===== src/rtl/ts_packet_arbiter.sv =====
// ts_packet_arbiter: packet-granular round-robin merge of four MPEG2-TS
// FIFO streams into one byte stream. A grant lasts one whole 188-byte
// packet; bytes before a sync byte are discarded, and a channel that runs
// dry mid-packet is released after TIMEOUT empty cycles.
module ts_packet_arbiter #(
  parameter int                    DATA_WIDTH = 8,
  parameter int                    PKT_LEN    = 188,
  parameter logic [DATA_WIDTH-1:0] SYNC_BYTE  = 8'h47,
  parameter int                    TIMEOUT    = 1024
) (
  input  logic                  rclk,
  input  logic                  rrst_n,
  input  logic [DATA_WIDTH-1:0] ch_data0,
  input  logic [DATA_WIDTH-1:0] ch_data1,
  input  logic [DATA_WIDTH-1:0] ch_data2,
  input  logic [DATA_WIDTH-1:0] ch_data3,
  input  logic [3:0]            ch_empty,
  output logic [3:0]            ch_rd,
  input  logic                  out_ready,
  output logic [DATA_WIDTH-1:0] out_data,
  output logic                  out_valid,
  output logic                  out_sop,
  output logic                  out_eop,
  output logic [1:0]            out_ch,
  output logic                  out_abort,
  output logic                  sync_err
);

  localparam int TW = $clog2(TIMEOUT + 1);

  typedef enum logic [1:0] {S_IDLE, S_HUNT, S_XFER} state_e;

  state_e                        state_q, state_d;
  logic [1:0]                    gnt_q, gnt_d;
  logic [1:0]                    last_q, last_d;
  logic [7:0]                    cnt_q, cnt_d;
  logic [TW-1:0]                 tmo_q, tmo_d;
  logic                          out_valid_q, out_valid_d;
  logic                          out_sop_q, out_sop_d;
  logic                          out_eop_q, out_eop_d;
  logic [DATA_WIDTH-1:0]         out_data_q, out_data_d;
  logic [1:0]                    out_ch_q, out_ch_d;
  logic                          out_abort_q, out_abort_d;
  logic                          sync_err_q, sync_err_d;

  logic [3:0][DATA_WIDTH-1:0]    ch_data_a;
  logic [DATA_WIDTH-1:0]         head;
  logic                          can_pop;
  logic                          pop;
  logic                          gnt_empty;
  logic [TW-1:0]                 tmo_inc;
  logic                          tmo_hit;

  assign ch_data_a = {ch_data3, ch_data2, ch_data1, ch_data0};
  assign head      = ch_data_a[gnt_q];
  assign gnt_empty = ch_empty[gnt_q];
  // A byte may be popped only when the output register is free or draining.
  assign can_pop   = !out_valid_q || out_ready;
  assign pop       = (state_q != S_IDLE) && !gnt_empty && can_pop;
  assign tmo_inc   = tmo_q + TW'(1);
  assign tmo_hit   = (tmo_inc == TW'(TIMEOUT));

  // Only the granted channel's strobe can be high.
  for (genvar i = 0; i < 4; i++) begin : g_rd
    assign ch_rd[i] = pop && (gnt_q == 2'(i));
  end

  // Next-state: grant scan, sync hunt, packet transfer, stall timeout.
  always_comb begin
    logic       found;
    logic [1:0] idx;
    found       = 1'b0;
    idx         = '0;
    state_d     = state_q;
    gnt_d       = gnt_q;
    last_d      = last_q;
    cnt_d       = cnt_q;
    tmo_d       = tmo_q;
    out_valid_d = out_valid_q;
    out_sop_d   = out_sop_q;
    out_eop_d   = out_eop_q;
    out_data_d  = out_data_q;
    out_ch_d    = out_ch_q;
    out_abort_d = 1'b0;
    sync_err_d  = 1'b0;

    // Handshake with nothing new behind it empties the output register.
    if (out_valid_q && out_ready) begin
      out_valid_d = 1'b0;
      out_sop_d   = 1'b0;
      out_eop_d   = 1'b0;
    end

    unique case (state_q)
      S_IDLE: begin
        // Scan starts just past the last served channel; it comes last.
        for (int i = 1; i <= 4; i++) begin
          idx = last_q + 2'(i);
          if (!found && !ch_empty[idx]) begin
            found = 1'b1;
            gnt_d = idx;
          end
        end
        if (found) begin
          tmo_d   = '0;
          state_d = S_HUNT;
        end
      end
      S_HUNT: begin
        if (pop) begin
          tmo_d = '0;
          if (head == SYNC_BYTE) begin
            out_valid_d = 1'b1;
            out_sop_d   = 1'b1;
            out_eop_d   = 1'b0;
            out_data_d  = head;
            out_ch_d    = gnt_q;
            cnt_d       = 8'd1;
            state_d     = S_XFER;
          end else begin
            sync_err_d = 1'b1;
          end
        end else if (gnt_empty) begin
          tmo_d = tmo_inc;
          if (tmo_hit) begin
            last_d  = gnt_q;
            state_d = S_IDLE;
          end
        end
      end
      S_XFER: begin
        if (pop) begin
          tmo_d       = '0;
          out_valid_d = 1'b1;
          out_sop_d   = 1'b0;
          out_data_d  = head;
          out_ch_d    = gnt_q;
          cnt_d       = cnt_q + 8'd1;
          out_eop_d   = (cnt_q == 8'(PKT_LEN - 1));
          if (cnt_q == 8'(PKT_LEN - 1)) begin
            cnt_d   = '0;
            last_d  = gnt_q;
            state_d = S_IDLE;
          end
        end else if (gnt_empty) begin
          tmo_d = tmo_inc;
          if (tmo_hit) begin
            out_abort_d = 1'b1;
            cnt_d       = '0;
            last_d      = gnt_q;
            state_d     = S_IDLE;
          end
        end
      end
      default: state_d = S_IDLE;
    endcase
  end

  // State and registered outputs; last resets to 3 so the first scan hits ch0.
  always_ff @(posedge rclk or negedge rrst_n) begin
    if (!rrst_n) begin
      state_q     <= S_IDLE;
      gnt_q       <= 2'd0;
      last_q      <= 2'd3;
      cnt_q       <= '0;
      tmo_q       <= '0;
      out_valid_q <= 1'b0;
      out_sop_q   <= 1'b0;
      out_eop_q   <= 1'b0;
      out_data_q  <= '0;
      out_ch_q    <= 2'd0;
      out_abort_q <= 1'b0;
      sync_err_q  <= 1'b0;
    end else begin
      state_q     <= state_d;
      gnt_q       <= gnt_d;
      last_q      <= last_d;
      cnt_q       <= cnt_d;
      tmo_q       <= tmo_d;
      out_valid_q <= out_valid_d;
      out_sop_q   <= out_sop_d;
      out_eop_q   <= out_eop_d;
      out_data_q  <= out_data_d;
      out_ch_q    <= out_ch_d;
      out_abort_q <= out_abort_d;
      sync_err_q  <= sync_err_d;
    end
  end

  assign out_valid = out_valid_q;
  assign out_sop   = out_sop_q;
  assign out_eop   = out_eop_q;
  assign out_data  = out_data_q;
  assign out_ch    = out_ch_q;
  assign out_abort = out_abort_q;
  assign sync_err  = sync_err_q;

endmodule


===== config.mk =====
export PLATFORM = sky130hd
export DESIGN_NAME = ts_packet_arbiter
export DESIGN_NICKNAME = d
export VERILOG_FILES = /design/src/rtl/ts_packet_arbiter.sv
export SDC_FILE = /design/constraint.sdc
export NUM_CORES = 1
export LEC_CHECK = 0
export ABC_AREA = 1
export CAP_MARGIN = 20
export CORE_MARGIN = 5
export CORE_UTILIZATION = 29
export DETAILED_ROUTE_END_ITERATION = 6
export GPL_TIMING_DRIVEN = 0
export PLACE_DENSITY = 0.55
export SKIP_LAST_GASP = 1
export SYNTH_ARGS = -nofsm -noshare
export SYNTH_HDL_FRONTEND = slang
export SYNTH_SLANG_ARGS = --single-unit

===== constraint.sdc =====
create_clock -name rclk -period 2.2 [get_ports rclk]
set_clock_uncertainty 0.1 [all_clocks]
set_input_delay 0.22 -clock rclk [delete_from_list [all_inputs] [get_ports rclk]]
set_output_delay 0.22 -clock rclk [all_outputs]
set_load 0.01 [all_outputs]

==> summary.txt, run 1 <==
Worst-path clk slew - 0.09 ns
HPWL Detailed - 5.992 mm
crit-path cells - inv_4, nand3_1, nand2_1, inv_1, nand2_4, nand3_4, clkbuf_16, nor3_1, buf_2
DRC - 0
Top Family by Delay on Critical Path - buffers and inverters
mapped cell area - 0.002846 mm²
cell count after synthesis - 448
Hold Slack - 0.1859 ns
fin crit share - 96.72%
chip height - 109.1 µm
mux share of post-synthesis cell area - 0%
Num CTS Buffers - 5
Pint - 2804 µW
worst stage delay on the critical path - 0.48 ns
Critical Path AT - 1.81 ns
largest family of logic cells by synthesized area - simple AND/OR/NAND/NOR gates
final count of hold timing violations - 0
post-synthesis cell type count - 33
initial antenna violation count - 0
Mapped Nets - 493
Starting Density - 29.39%
Post-Synth XOR/XNOR Area - 1.538%
Req. time, crit path - 1.88 ns
post-synthesis simple-gate area fraction - 45.98%
leak pwr - 0.001952 µW
vias in the first global route - 2929
WP buf/inv - 4
share of cells above drive strength 1 - 16.17%
sequential area share after synthesis - 35.25%
Post-Route WL - 8.293 mm
Synth Area in Adders - 2.637%
die area - 0.01190 mm²
Reg power frac - 21.4%
RSZ-0062 raised after global routing - true
clock root buffer - clkbuf_8
synth warn - 0
CTS tree - built
vias per std cell - 4.602
Rows - 36
type of origin of the critical path - flop
Worst-Margin Slew - 0.3742 ns
Gate power share - 66.6%
htree depth - 2
Max Cap Viol - 0
DR pass1 iterations - 4
Worst-Skew Late Latency - 0.30 ns
Routed wire per std cell - 12.36 µm
slowest CP cell - dfrtp_2
first-pass GRT wire length - 13.34 mm
Routed Antenna Nets - 0
Max Buffers Root-to-Sink - 2
chip width - 109.1 µm
Total GRT Usage - 13.90%
fin nets - 582
switching portion of total power - 46.75%
Fmax - 0.4700 GHz
clock power share - 12.0%
Slew Limit Fails - 0
status - completed
GRT overflow - 0
Period minus WS final - 2.128 ns
Post-Syn Area per Cell - 6.354 µm²
Final Cell Area - 0.004064 mm²
CP Max Fanout - 10
setup TNS - 0 ns
core area - 0.009684 mm²
setup violators final - 0
clock sinks - 40
num ports - 58
PortBufs - 57
#FFs+latches synth - 40
dpl cells - 639
Crit Path Class - flop to output pin
final std cells w/o fill - 671
ant diodes - 0
DRT iter0 DRCs - 86
compound-cell area share of the yosys netlist - 6.330%
vias after detailed routing - 3088
PwrDens - 1296 mW/mm²
Sw Pwr - 2462 µW
Slew HR - 75.06%
largest net degree at the start of global routing - 35
Setup crit end kind - output pin
Area after DPL - 0.003598 mm²
min-delay worst type - primary input to async pin
gpl congestion - 0.8226
Worst VDD drop - 0.5409 mV
area growth from synthesis to layout - 42.77%
## layer usage
layer / vias to the layer above / track usage, % / wire, µm
met2: 51 / 24.47 / 4148
li1: 1604 / - / -
met3: 9 / 3.138 / 326
met5: - / 0 / 0
met4: 0 / 3.427 / 85
met1: 1424 / 17.10 / 3732
## flip-flops by register name (all words and copies together), names as in the netlist
register	cells
cnt_q	8
gnt_q	2
last_q	2
out_abort	1
out_ch	2
out_data	8
out_eop	1
out_sop	1
out_valid	1
state_q	2
sync_err	1
tmo_q	11
## path summary, 6_finish.rpt
kind,from,to,slack [ns],cells after the start
max in group asynchronous,rrst_n,last_q[0],1.31,3
max,gnt_q[0],ch_rd[0],0.07,9
min,rrst_n,tmo_q[1],0.19,2
min in group rclk,out_data[0],out_data[0],0.40,2
max reg2reg,gnt_q[0],cnt_q[4],0.19,13
min reg2reg,out_data[0],out_data[0],0.40,2
## synth_stat cells
cell type	n	area, µm²
dfrtp_1	38	950.9
o211ai_1	1	7.510
nor2_1	30	112.6
inv_2	3	11.26
nand4_4	1	21.27
buf_6	2	22.52
nand2b_1	1	6.260
xnor2_1	2	17.52
inv_1	37	138.9
buf_4	1	7.510
clkbuf_1	3	11.26
o21ai_0	8	40.04
or2_2	1	6.260
o21a_1	1	7.510
nand3b_1	3	22.52
buf_2	8	40.04
nand2_1	199	747.0
nand4_1	6	37.54
dfstp_2	2	52.55
ha_1	6	75.07
nor4_1	3	18.77
o31ai_1	1	7.510
xor2_1	3	26.28
nand3_1	51	255.2
nand3_2	1	10.01
o21bai_1	2	15.01
nand2_2	3	18.77
clkinv_1	1	3.750
nor2_2	2	12.51
a21oi_1	2	10.01
nor3_1	8	40.04
a22oi_1	1	7.510
o21ai_1	17	85.08
## power groups by stage
stage          combinational, µW  sequential, µW  clock [µW]
6_report                    3510            1130         632
5_1_grt                     3900            1150         685
4_1_cts                     2900            1100         659
3_5_place_dp                2720            1100           0
3_3_place_gp                2680            1100           0
2_1_floorplan               1830            1110           0
## area by class of cell
cell class,count,area [µm²]
buffer,12,122.6
clock buffer,5,68.82
clock inverter,3,47.55
fill,1019,5620
inverter,41,156.4
multi-input combinational,354,1717
sequential,40,1005
tap,133,166.4
timing repair buffer,83,780.7
## cell families after synthesis
kind of cell,count (synthesis)
AND/OR/NAND/NOR,309
flip-flops,40
AO/OA/AOI/OAI,33
adder cells (fa/ha/maj),6
XOR/XNOR,5
buffers and inverters,55
## per-stage QoR
| stage | setup slack, ns | utilization (%) | total power, µW |
|---|---|---|---|
| 2_1_floorplan | 0.2700 | - | 2940 |
| 3_3_place_gp | -0.5263 | 37.00 | 3782 |
| 3_5_place_dp | -0.5473 | 37.16 | 3817 |
| 4_1_cts | 0.001702 | 39.22 | 4661 |
| 5_1_grt | -0.01888 | 41.96 | 5735 |
| 6_report | 0.07212 | 41.96 | 5266 |
## repair_timing
item                                    4_1_cts  5_1_grt
endpoints found under the setup margin       23       40
hold buffers                                  1        0
cloned                                        0        5
hold endpoints to repair                     38        0
setup buffers                                 3       17
pin swaps                                     0        5
gates resized for setup                      36       37
## placed cells by master, fill, tap and decap left out, types with 2 or more instances in the layout
cell type / instances
nor2_2: 7
buf_2: 8
xnor2_1: 2
buf_4: 20
clkbuf_8: 5
nand3b_1: 3
clkinv_4: 2
xor2_1: 3
nor3_1: 5
nor2_1: 23
o21bai_1: 2
buf_6: 10
nand2_1: 192
nand2_2: 6
nand4_1: 6
nor2_4: 2
o21ai_0: 5
dfrtp_1: 37
clkdlybuf4s50_1: 52
inv_2: 5
a21oi_1: 2
o21ai_1: 19
buf_12: 2
nor4_1: 3
nor3_2: 3
nand3_1: 50
ha_1: 6
dfstp_2: 2
inv_1: 34
nand2_4: 4
Power figures use the tool's default switching activity.
==> run 2: changes to the inputs <==
Settings changed: SKIP_CTS_REPAIR_TIMING set to 1.
==> summary.txt, run 2 (same netlist as run 1, synthesis figures left out) <==
Post-Route WL - 8.402 mm (was 8.293 mm)
HPWL Detailed - 5.992 mm (unchanged)
WP buf/inv - 4 (unchanged)
Top Family by Delay on Critical Path - buffers and inverters (unchanged)
slowest CP cell - dfrtp_2 (unchanged)
chip width - 109.1 µm (unchanged)
DR pass1 iterations - 4 (unchanged)
Worst-Margin Slew - 0.3661 ns (was 0.3742 ns)
final count of hold timing violations - 0 (unchanged)
status - completed (unchanged)
clock sinks - 40 (unchanged)
CP Max Fanout - 7 (was 10)
final std cells w/o fill - 673 (was 671)
dpl cells - 639 (unchanged)
Critical Path AT - 1.80 ns (was 1.81 ns)
htree depth - 2 (unchanged)
Max Buffers Root-to-Sink - 2 (unchanged)
vias per std cell - 4.600 (was 4.602)
Rows - 36 (unchanged)
setup violators final - 0 (unchanged)
share of cells above drive strength 1 - 16.30% (was 16.17%)
Num CTS Buffers - 5 (unchanged)
vias in the first global route - 2885 (was 2929)
first-pass GRT wire length - 13.23 mm (was 13.34 mm)
Total GRT Usage - 13.76% (was 13.90%)
fin nets - 584 (was 582)
Largest register FFs - 11 (unchanged)
num ports - 58 (unchanged)
setup TNS - 0 ns (unchanged)
Biggest register - tmo_q (unchanged)
Max Cap Viol - 0 (unchanged)
GRT overflow - 0 (unchanged)
type of origin of the critical path - flop (unchanged)
commonest non-fill, non-tap cell in the layout - nand2_1 (unchanged)
area growth from synthesis to layout - 43.65% (was 42.77%)
Area after DPL - 0.003598 mm² (unchanged)
Fmax - 0.4716 GHz (was 0.4700 GHz)
Routed Antenna Nets - 0 (unchanged)
Worst-path clk slew - 0.09 ns (about the same)
crit-path cells - buf_6, nand3_1, nand2_1, inv_1, nand2_2, nand3_4, buf_8, nor3_2, buf_2 (was inv_4, nand3_1, nand2_1, inv_1, nand2_4, nand3_4, clkbuf_16, nor3_1, buf_2)
clock root buffer - clkbuf_8 (unchanged)
PwrDens - 1292 mW/mm² (was 1296 mW/mm²)
Worst-Skew Late Latency - 0.30 ns (about the same)
Starting Density - 29.39% (unchanged)
Crit Path Class - flop to output pin (unchanged)
vias after detailed routing - 3096 (was 3088)
initial antenna violation count - 0 (unchanged)
largest net degree at the start of global routing - 35 (unchanged)
fin crit share - 96.38% (was 96.72%)
Worst VDD drop - 0.5546 mV (was 0.5409 mV)
Routed wire per std cell - 12.48 µm (was 12.36 µm)
Req. time, crit path - 1.88 ns (about the same)
PortBufs - 57 (unchanged)
DRC - 0 (unchanged)
Slew HR - 75.59% (was 75.06%)
min-delay worst type - primary input to async pin (unchanged)
setup slack at placement - -0.5473 ns (unchanged)
Setup crit end kind - output pin (unchanged)
die area - 0.01190 mm² (unchanged)
ant diodes - 0 (unchanged)
RSZ-0062 raised after global routing - true (unchanged)
chip height - 109.1 µm (unchanged)
Final Power - 5284 µW (was 5266 µW)
gpl congestion - 0.8226 (unchanged)
worst stage delay on the critical path - 0.46 ns (was 0.48 ns)
leak pwr - 0.001965 µW (was 0.001952 µW)
core area - 0.009684 mm² (unchanged)
fin worst setup slack - 0.07973 ns (was 0.07212 ns)
CTS tree - built (unchanged)
Slew Limit Fails - 0 (unchanged)
DRT iter0 DRCs - 99 (was 86)
Period minus WS final - 2.120 ns (was 2.128 ns)
Final Cell Area - 0.004089 mm² (was 0.004064 mm²)
commonest non-fill, non-tap cells in the layout - nand2_1, clkdlybuf4s50_1, nand3_1, dfrtp_1, inv_1 (unchanged)
## run 2: changes by cell type in the layout (fill, tap and decap cells not counted), moves of 2 or more
cell	delta
buf_4	+5
buf_6	-3
inv_2	-3
nor2_2	-2
inv_1	+2
nor2_1	+2
## run 2: layer usage
layer  global-route usage, %  wire length, µm  up-vias
met5                       0                0        -
met4                   3.066               80        0
met3                   3.197              260       11
met2                   24.21             4245       37
met1                   17.03             3816     1436
li1                        -                -     1612
## run 2: layout make-up
| type | instances | area (µm²) |
|---|---|---|
| inverters | 41 | 158.9 |
| clock buffers | 5 | 68.82 |
| fillers | 1016 | 5595 |
| well taps | 133 | 166.4 |
| multi-input cells | 354 | 1725 |
| clock inverters | 3 | 47.55 |
| repair buffers | 85 | 804.5 |
| flip-flops and latches | 40 | 1005 |
| plain buffers | 12 | 112.6 |
## run 2: per-stage QoR
| stage | hold slack [ns] | utilization [%] |
|---|---|---|
| after floorplan | -0.1756 | - |
| after global placement | 0.3796 | 37.00 |
| after detailed placement | -0.02286 | 37.16 |
| after CTS | -0.3576 | 38.36 |
| after global routing | 0.1989 | 42.22 |
| final | 0.1827 | 42.22 |
## run 2: path summary, 6_finish.rpt
check	start	to	slack, ns	cells after the start
min in group rclk	out_data[0]	out_data[0]	0.40	2
hold reg to reg	out_data[0]	out_data[0]	0.40	2
max in group asynchronous	rrst_n	last_q[0]	1.31	3
setup / recovery	gnt_q[0]	ch_rd[3]	0.08	9
hold / removal	rrst_n	tmo_q[1]	0.18	2
setup reg to reg	gnt_q[0]	out_data[2]	0.12	12
## run 2: worst reg2reg max path, stage by stage (launching register included)
cell and delay [ns]:
dfrtp_2 0.46, buf_6 0.15, nand3_1 0.08, nand2_1 0.09, inv_1 0.06, nand2_2 0.08, nand3_4 0.13, buf_4 0.17
nand2_1 0.19, nand4_4 0.17, buf_4 0.20, nand2_1 0.06, nand2_1 0.05
## run 2: power breakdown
| part | leakage (µW) | total, µW | switching (µW) | internal, µW |
|---|---|---|---|---|
| sequential | 0.000527 | 1130 | 185 | 941 |
| combinational | 0.00138 | 3520 | 2010 | 1520 |
| clock | 0.0000583 | 632 | 290 | 342 |
==> run 3: changes to the inputs <==
Settings changed: CORE_UTILIZATION 29 to 45, PLACE_DENSITY 0.55 to 0.76.
==> summary.txt, run 3 (same netlist as run 1, synthesis figures left out) <==
status - finished with violations (was completed)
failing checks - negative hold slack
final std cells w/o fill - 602 (was 673)
initial antenna violation count - 0 (unchanged)
Starting Density - 45.61% (was 29.39%)
Max Cap Viol - 0 (unchanged)
RSZ-0062 raised after global routing - true (unchanged)
Critical Path AT - 1.84 ns (was 1.80 ns)
DR top layer - met4 (unchanged)
core area - 0.006241 mm² (was 0.009684 mm²)
Setup crit end kind - output pin (unchanged)
Max Buffers Root-to-Sink - 2 (unchanged)
vias after detailed routing - 3082 (was 3096)
clock power share - 11.2% (was 12.0%)
Worst VDD drop - 0.7788 mV (was 0.5546 mV)
Slew HR - 39.96% (was 75.59%)
fin crit share - 98.24% (was 96.38%)
num ports - 58 (unchanged)
fin nets - 570 (was 584)
Sw Pwr - 2272 µW (was 2485 µW)
dpl cells - 582 (was 639)
Worst-path clk slew - 0.08 ns (was 0.09 ns)
clock root buffer - clkbuf_8 (unchanged)
Gate power share - 65.2% (was 66.7%)
Reg power frac - 23.5% (was 21.3%)
Post-Route WL - 7.793 mm (was 8.402 mm)
commonest non-fill, non-tap cells in the layout - nand2_1, clkdlybuf4s50_1, nand3_1, dfrtp_1, inv_1 (unchanged)
met3 wire length - 334 µm (was 260 µm)
largest net degree at the start of global routing - 41 (was 35)
Hold Slack - -0.04838 ns (was 0.1827 ns)
Final Power - 4739 µW (was 5284 µW)
final count of hold timing violations - 38 (was 0)
Worst-Skew Late Latency - 0.29 ns (was 0.30 ns)
GRT overflow - 0 (unchanged)
Routed Antenna Nets - 0 (unchanged)
Worst-Margin Slew - 0.9006 ns (was 0.3661 ns)
min-delay worst type - primary input to async pin (unchanged)
commonest non-fill, non-tap cell in the layout - nand2_1 (unchanged)
clock sinks - 40 (unchanged)
switching portion of total power - 47.93% (was 47.04%)
die area - 0.008017 mm² (was 0.01190 mm²)
HPWL Detailed - 5.613 mm (was 5.992 mm)
CTS tree - built (unchanged)
DRT iter0 DRCs - 198 (was 99)
metal2 WL - 4.020 mm (was 4.245 mm)
leak pwr - 0.001866 µW (was 0.001965 µW)
share of cells above drive strength 1 - 12.38% (was 16.30%)
PwrDens - 1244 mW/mm² (was 1292 mW/mm²)
gpl congestion - 0.8565 (was 0.8226)
Pint - 2468 µW (was 2798 µW)
PortBufs - 57 (unchanged)
area growth from synthesis to layout - 33.89% (was 43.65%)
htree depth - 2 (unchanged)
type of origin of the critical path - flop (unchanged)
vias in the first global route - 2844 (was 2885)
setup violators final - 0 (unchanged)
chip height - 89.54 µm (was 109.1 µm)
chip width - 89.54 µm (was 109.1 µm)
Biggest register - tmo_q (unchanged)
CP Max Fanout - 8 (was 7)
Slew Limit Fails - 0 (unchanged)
ant diodes - 0 (unchanged)
DR pass1 iterations - 6 (was 4)
Largest register FFs - 11 (unchanged)
Req. time, crit path - 1.88 ns (about the same)
DRC - 0 (unchanged)
Routed wire per std cell - 12.95 µm (was 12.48 µm)
setup TNS - 0 ns (unchanged)
Period minus WS final - 2.161 ns (was 2.120 ns)
Rows - 29 (was 36)
Crit Path Class - flop to output pin (unchanged)
Fmax - 0.4627 GHz (was 0.4716 GHz)
vias per std cell - 5.120 (was 4.600)
first-pass GRT wire length - 12.52 mm (was 13.23 mm)
WL met1 - 3.361 mm (was 3.816 mm)
Num CTS Buffers - 5 (unchanged)
Total GRT Usage - 19.80% (was 13.76%)
[run 3: per-layer routing]
| metal | up-vias | GRT usage [%] |
|---|---|---|
| met5 | - | 0 |
| met4 | 0 | 5.413 |
| met3 | 11 | 3.687 |
| met2 | 70 | 36.70 |
| met1 | 1422 | 23.16 |
| li1 | 1579 | - |
[run 3: worst paths after layout]
path,cells after the start,slack (ns),end,start
setup / recovery,10,0.04,ch_rd[3],gnt_q[1]
hold / removal,1,-0.05,tmo_q[1],rrst_n
setup reg to reg,14,0.07,cnt_q[6],gnt_q[1]
hold reg to reg,2,0.40,out_data[6],out_data[6]
max in group asynchronous,1,1.43,gnt_q[0],rrst_n
min in group rclk,2,0.40,out_data[6],out_data[6]
[run 3: power by group through the flow]
stage | Combinational [µW] | Sequential (µW) | Clock (µW)
5_1_grt | 3440 | 1140 | 582
3_3_place_gp | 2620 | 1090 | 0
2_1_floorplan | 1830 | 1110 | 0
6_report | 3090 | 1120 | 532
4_1_cts | 2670 | 1080 | 548
3_5_place_dp | 2660 | 1090 | 0
[run 3: cell type report]
type,count,area (µm²)
clock buffers,7,96.34
multi-input cells,353,1675
plain buffers,12,108.9
flip-flops and latches,40,1005
well taps,77,96.34
inverters,41,161.4
repair buffers,72,668.1
fillers,590,2430
[run 3: stage by stage]
stage / hold slack, ns / utilization (%) / setup slack (ns) / area [µm²]
floorplan: -0.1756 / - / 0.2700 / 2846
global placement: 0.3708 / 56.30 / -0.4218 / 3513
detailed placement: 0.3019 / 56.21 / -0.4171 / 3508
CTS: -0.01726 / 57.76 / -0.7588 / 3605
global route: 0.02635 / 61.07 / -0.07031 / 3811
finish: -0.04838 / 61.07 / 0.03865 / 3811
[run 3: critical path, stage by stage, from the launching register on]
cell and delay, ns:
dfrtp_1 0.38, buf_6 0.14, nor2_4 0.14, nand2_1 0.07
nand2_1 0.09, inv_1 0.05, nand2_2 0.09, nand3_4 0.12
buf_8 0.16, nor3_1 0.13, buf_2 0.16
